### config.mk
export PLATFORM = sky130hd
export DESIGN_NAME = rx_msg_assembler
export DESIGN_NICKNAME = d
export VERILOG_FILES = /design/src/rtl/rx_msg_assembler_pkg.sv /design/src/rtl/rx_msg_assembler_credit.sv /design/src/rtl/rx_msg_assembler.sv
export SDC_FILE = /design/constraint.sdc
export NUM_CORES = 1
export LEC_CHECK = 0
export BUFFER_PORTS_ARGS = -buffer_cell sky130_fd_sc_hd__buf_2
export CAP_MARGIN = 20
export CORE_UTILIZATION = 48
export DETAILED_ROUTE_END_ITERATION = 10
export GPL_TIMING_DRIVEN = 0
export PLACE_DENSITY = 0.73
export REMOVE_ABC_BUFFERS = 1
export SLEW_MARGIN = 20
export SYNTH_ARGS = -nofsm -noshare
export SYNTH_HDL_FRONTEND = slang
export SYNTH_SLANG_ARGS = --single-unit
### constraint.sdc
create_clock -name clk -period 1.6 [get_ports clk]
set_input_delay 0.16 -clock clk [delete_from_list [all_inputs] [get_ports clk]]
set_output_delay 0.16 -clock clk [all_outputs]
set_load 0.05 [all_outputs]
### src/rtl/rx_msg_assembler_pkg.sv
// rx_msg_assembler_pkg: shared message-type constants, header layout and default widths
// for the receive-side pin deframer.
package rx_msg_assembler_pkg;
    localparam int IO_BITS_DEF         = 4;
    localparam int WORD_BITS_DEF       = 16;
    localparam int MSG_TYPE_BITS_DEF   = 2;
    localparam int MAX_OUTSTANDING_DEF = 3;
    localparam logic [1:0] MSG_TYPE_RSVD  = 2'b00;
    localparam logic [1:0] MSG_TYPE_INSTR = 2'b01;
    localparam logic [1:0] MSG_TYPE_RDATA = 2'b10;
    localparam logic [1:0] MSG_TYPE_WACK  = 2'b11;
    localparam int HDR_START_BIT = IO_BITS_DEF - 1;
    typedef enum logic {ST_IDLE, ST_RECV} state_t;
    // Start bit is always the MSB of the pin bus, whatever its width.
    function automatic int hdr_start_bit(input int io_bits);
        return io_bits - 1;
    endfunction
endpackage

### src/rtl/rx_msg_assembler_credit.sv
// rx_credit_counter: outstanding-request credit tracker.
// Ports: clk, rst_n (sync active-low), req_issued (request pulse), rsp_done (response
// completed), outstanding (in-flight count), can_request, protocol_err (sticky).
module rx_credit_counter #(
    parameter int MAX_OUTSTANDING = 3,
    parameter int CW              = 2
) (
    input  logic          clk,
    input  logic          rst_n,
    input  logic          req_issued,
    input  logic          rsp_done,
    output logic [CW-1:0] outstanding,
    output logic          can_request,
    output logic          protocol_err
);
    logic accept;
    assign can_request = outstanding < CW'(MAX_OUTSTANDING);
    assign accept      = req_issued && can_request;
    always_ff @(posedge clk) begin
        if (!rst_n) begin
            outstanding  <= '0;
            protocol_err <= 1'b0;
        end else begin
            // A simultaneous accept and completion cancel out, even at zero.
            if (accept && !rsp_done)
                outstanding <= outstanding + 1'b1;
            else if (rsp_done && !accept && outstanding != '0)
                outstanding <= outstanding - 1'b1;
            if ((req_issued && !can_request) || (rsp_done && outstanding == '0))
                protocol_err <= 1'b1;
        end
    end
endmodule

### src/rtl/rx_msg_assembler.sv
// rx_msg_assembler: pin deframer that detects headers, assembles payload nibbles LSB-first
// into a tagged word and offers it on a valid/ready output register, with request credits.
// Ports: clk, rst_n (sync active-low), rx_in (pin nibble), req_issued, out_valid/out_ready/
// out_data/out_type (message output), can_request, outstanding, overflow, protocol_err.
module rx_msg_assembler
    import rx_msg_assembler_pkg::*;
#(
    parameter int IO_BITS         = IO_BITS_DEF,
    parameter int WORD_BITS       = WORD_BITS_DEF,
    parameter int MSG_TYPE_BITS   = MSG_TYPE_BITS_DEF,
    parameter int MAX_OUTSTANDING = MAX_OUTSTANDING_DEF
) (
    input  logic                     clk,
    input  logic                     rst_n,
    input  logic [IO_BITS-1:0]       rx_in,
    input  logic                     req_issued,
    output logic                     out_valid,
    input  logic                     out_ready,
    output logic [WORD_BITS-1:0]     out_data,
    output logic [MSG_TYPE_BITS-1:0] out_type,
    output logic                     can_request,
    output logic [1:0]               outstanding,
    output logic                     overflow,
    output logic                     protocol_err
);
    localparam int NIBBLES = WORD_BITS / IO_BITS;
    localparam int CW      = NIBBLES > 1 ? $clog2(NIBBLES) : 1;
    localparam int SB      = hdr_start_bit(IO_BITS);

    state_t                   state, state_nx;
    logic [CW-1:0]            cnt;
    logic [MSG_TYPE_BITS-1:0] type_q;
    logic [WORD_BITS-1:0]     asm_q, asm_nx;
    logic                     hdr, is_wack, last, rsp_done, pop, load;

    always_ff @(posedge clk) begin
        if (!rst_n) state <= ST_IDLE;
        else        state <= state_nx;
    end

    always_comb begin
        state_nx = (state == ST_IDLE) ? ((hdr && !is_wack) ? ST_RECV : ST_IDLE)
                                      : (last ? ST_IDLE : ST_RECV);
    end

    always_comb begin
        hdr      = (state == ST_IDLE) && rx_in[SB];
        is_wack  = rx_in[MSG_TYPE_BITS-1:0] == MSG_TYPE_BITS'(MSG_TYPE_WACK);
        last     = (state == ST_RECV) && (cnt == CW'(NIBBLES - 1));
        rsp_done = last || (hdr && is_wack);
        pop      = out_valid && out_ready;
        // A finished word may replace the held one only if that one leaves this cycle.
        load     = last && (!out_valid || out_ready);
        asm_nx   = asm_q;
        asm_nx[cnt*IO_BITS +: IO_BITS] = rx_in;
    end

    always_ff @(posedge clk) begin
        if (!rst_n) begin
            cnt       <= '0;
            type_q    <= '0;
            asm_q     <= '0;
            out_valid <= 1'b0;
            out_data  <= '0;
            out_type  <= '0;
            overflow  <= 1'b0;
        end else begin
            if (hdr && !is_wack) begin
                type_q <= rx_in[MSG_TYPE_BITS-1:0];
                cnt    <= '0;
            end else if (state == ST_RECV) begin
                asm_q <= asm_nx;
                cnt   <= last ? '0 : cnt + 1'b1;
            end
            out_valid <= load ? 1'b1 : (pop ? 1'b0 : out_valid);
            if (load) begin
                out_data <= asm_nx;
                out_type <= type_q;
            end
            if (last && !load) overflow <= 1'b1;
        end
    end

    rx_credit_counter #(
        .MAX_OUTSTANDING(MAX_OUTSTANDING),
        .CW             (2)
    ) u_credit (
        .clk         (clk),
        .rst_n       (rst_n),
        .req_issued  (req_issued),
        .rsp_done    (rsp_done),
        .outstanding (outstanding),
        .can_request (can_request),
        .protocol_err(protocol_err)
    );
endmodule
==> metrics.md <==
| Metric | Value |
|---|---|
| Outcome | complete, no violations |
| Yosys reg bits | 40 |
| N_diodes | 0 |
| Die ar. | between 0.003 and 0.004 mm^2 |
| Crit path launch type | flip-flop |
| Crit-path max FO | 6 |
| Slew headroom | 0.716 |
| Cells after Synth | 194 |
| Tmin final | between 1.5 and 2 ns |
| Most frequent cell after synthesis | dfxtp_1 |
| Die Span Y | 61.6 um |
| Clock skew | 0.00645 ns |
| Vias in the first global route | ~1300 |
| Max H-tree Level | 2 |
| Number of synthesized flops with an enable pin | 0 |
| Yosys cell types | 32 |
| Max clock buf depth | 2 |
| DRT iter0 DRCs | 71 |
| Core Footprint | 0.00336 mm^2 |
| Dpl hpwl | about 2300 um |
| Clock slew at reported path FFs | approximately 0.11 ns |
| Async set-reset flop share out of synthesis | 0 |
| Clk Latency, worst-skew pair | roughly 0.34 ns |
| IO Port Bufs | 31 |
| Fillers | slightly above 300 |
| Sequential power share | 0.586 |
| Synthesis Warnings | 0 |
| Yosys top cell by area | dfxtp_1 |
| Post-synth top area share | 0.470 |
| Area of the multi-input gates | 916 um^2 |
| Area Overhead vs Synth | 23.2% |
| CTS Sinks | 40 |
| ANT nets after route | 0 |
| P_leak | 0.000859 uW |
| Root Buffer Master | clkbuf_4 |
| 1st-pass router iterations | 4 |
| Fraction of layout cells with a size suffix above 1 | 0.322 |
| Worst VDD drop | 0.589 mV |
| Top cells by area, synth | dfxtp_1, nor2_1, a221oi_1 |
| CTS tree | built |
| Max Freq | 626 MHz |
| FF/Latch Area | between 800 and 900 um^2 |
| Hold Fails Final Rpt | 0 |
| Nets | 240 |
| Register area share after synthesis | 0.470 |
| RSZ-0062 raised after global routing | true |
| Slew at the pin closest to its max-slew limit | around 0.43 ns |
| Main flop type after synthesis | dfxtp_1 |
| Io pins | 32 |
| Fin crit share | 0.999 |
| TritonCTS Buffers | 5 |
| GRT Total Usage | 0.213 |
| Clock network power share | 0.262 |
| Fin. max-slew vios | 0 |
| Wire per inst | 14.0 um |
| Max_cap viols | 0 |
| WS Path Type | reg -> reg |
| CP arrival | around 1.9 ns |
| Psw | 514 uW |
| Logic gate share of total power | 0.152 |
| CP required | 1.87 ns |
| Initial Utilization | 0.506 |
| FP Rows | 21 |
| Routability cong. | 0.752 |
| DIE WIDTH | 61.6 um |
| Initial antenna violation count | 0 |
| Min-delay worst type | in -> reg |
| Setup TNS | 0 ns |
| Via-per-instance ratio | 5.53 |
| Post-Syn Area | approximately 0.0017 mm^2 |
| Cell area after layout | approximately 0.0021 mm^2 |
| DP Area | 0.00186 mm^2 |
| CP Capture Type | flip-flop |
| Via count | 1511 |
| WL final | 3820 um |
| Internal power | 1290 uW |
| Largest net degree at the start of global routing | 25 |
| Gr ovfl total | 0 |
| # hold bufs at CTS | 0 |
| First-pass GRT wire length | 5820 um |
| Switch share | 0.284 |
| Residual DRC count | 0 |
| Final setup vio count | 0 |
| List of most frequent post-synthesis cells | dfxtp_1, nor2_1, a21oi_1, nand2_1, o21ai_0 |
| Syn_area_per_cell | 8.78 um^2 |
| P per Cell Area | between 800 and 900 mW/mm^2 |
layer usage:
metal	global-route usage	part of all wire
met5	0	0
met4	0.0889	0.016
met3	0.0609	0.050
met2	0.327	0.47
met1	0.280	0.46
critical path, cell delays in order, from the launching register on:
cell      delay [ns]
dfxtp_4         0.38
ha_2            0.22
nand2_1         0.15
o21a_4          0.19
or3b_1          0.36
a221oi_2        0.23
metrics by stage:
step	total power [uW]	utilization	setup slack, ns	cells	hold slack, ns
2_1_floorplan	1210	-	-0.151	180	0.296
3_3_place_gp	1280	0.553	-0.821	257	0.443
3_5_place_dp	1280	0.554	-0.524	257	0.443
4_1_cts	1790	0.605	-0.0306	270	0.115
5_1_grt	1900	0.624	-0.0989	273	0.141
6_report	1810	0.624	0.00162	273	0.125
what timing repair did:
item / 4_1_cts / 5_1_grt
endpoints found under the hold margin: 0 / 0
buffers inserted: 6 / 3
pin swaps: 7 / 12
resized for setup: 17 / 8
endpoints found under the setup margin: 32 / 26
kinds of logic after synthesis:
group	count (synthesis)	synth area share
buf+inv	20	0.0463
fa+ha+maj	5	0.0367
flops	40	0.470
xor+xnor	1	0.00514
simple gates	74	0.218
compound gates	54	0.223
power groups by stage:
stage	Combinational (uW)	Sequential [uW]	Clock, uW
2_1_floorplan	112	1100	0
3_3_place_gp	201	1080	0
3_5_place_dp	202	1080	0
4_1_cts	252	1060	486
5_1_grt	297	1060	538
6_report	274	1060	473
registers in the layout, indices dropped and copies added (netlist names):
register	cells
u_credit.protocol_err	1
state	1
asm_q	12
out_valid	1
type_q	2
out_data	16
u_credit.outstanding	2
overflow	1
cnt	2
out_type	2
cell type report:
cell class	instances	share of cell area
clock inverter	1	0.00239
clock buffer	6	0.0197
tap	46	0.0274
timing repair buffer	40	0.114
sequential	40	0.386
multi-input combinational	134	0.436
inverter	6	0.0143
path summary, 6_finish.rpt:
check                               from                                   end  slack [ns]  cells after the start
setup / recovery     cnt[0]$_SDFFE_PP0P_  u_credit.outstanding[0]$_SDFFE_PN0P_       0.002                      5
hold / removal                req_issued  u_credit.outstanding[1]$_SDFFE_PN0P_        0.12                      3
setup reg to reg     cnt[0]$_SDFFE_PP0P_  u_credit.outstanding[0]$_SDFFE_PN0P_       0.002                      5
hold reg to reg   type_q[0]$_SDFFE_PN0P_              out_type[0]$_SDFFE_PN0P_        0.46                      2
cell usage in the layout (no fill, tap or decap), types with 2 or more instances in the layout:
cell type	synthesis	final
dfxtp_1	40	37
nor2_1	34	34
buf_2	3	31
nand2_1	14	14
a21oi_1	14	14
o21ai_0	13	13
a32oi_1	11	11
a221oi_1	11	7
buf_4	0	7
nand3_1	7	6
a221oi_2	1	5
clkbuf_4	0	5
inv_2	1	3
nor2b_1	5	3
clkinvlp_4	0	2
nand2b_1	3	2
nand2b_4	1	2
nor3_1	2	2
ha_4	0	2
ha_1	5	2
dfxtp_4	0	2
Note: power is estimated with default switching activity, not from simulation.
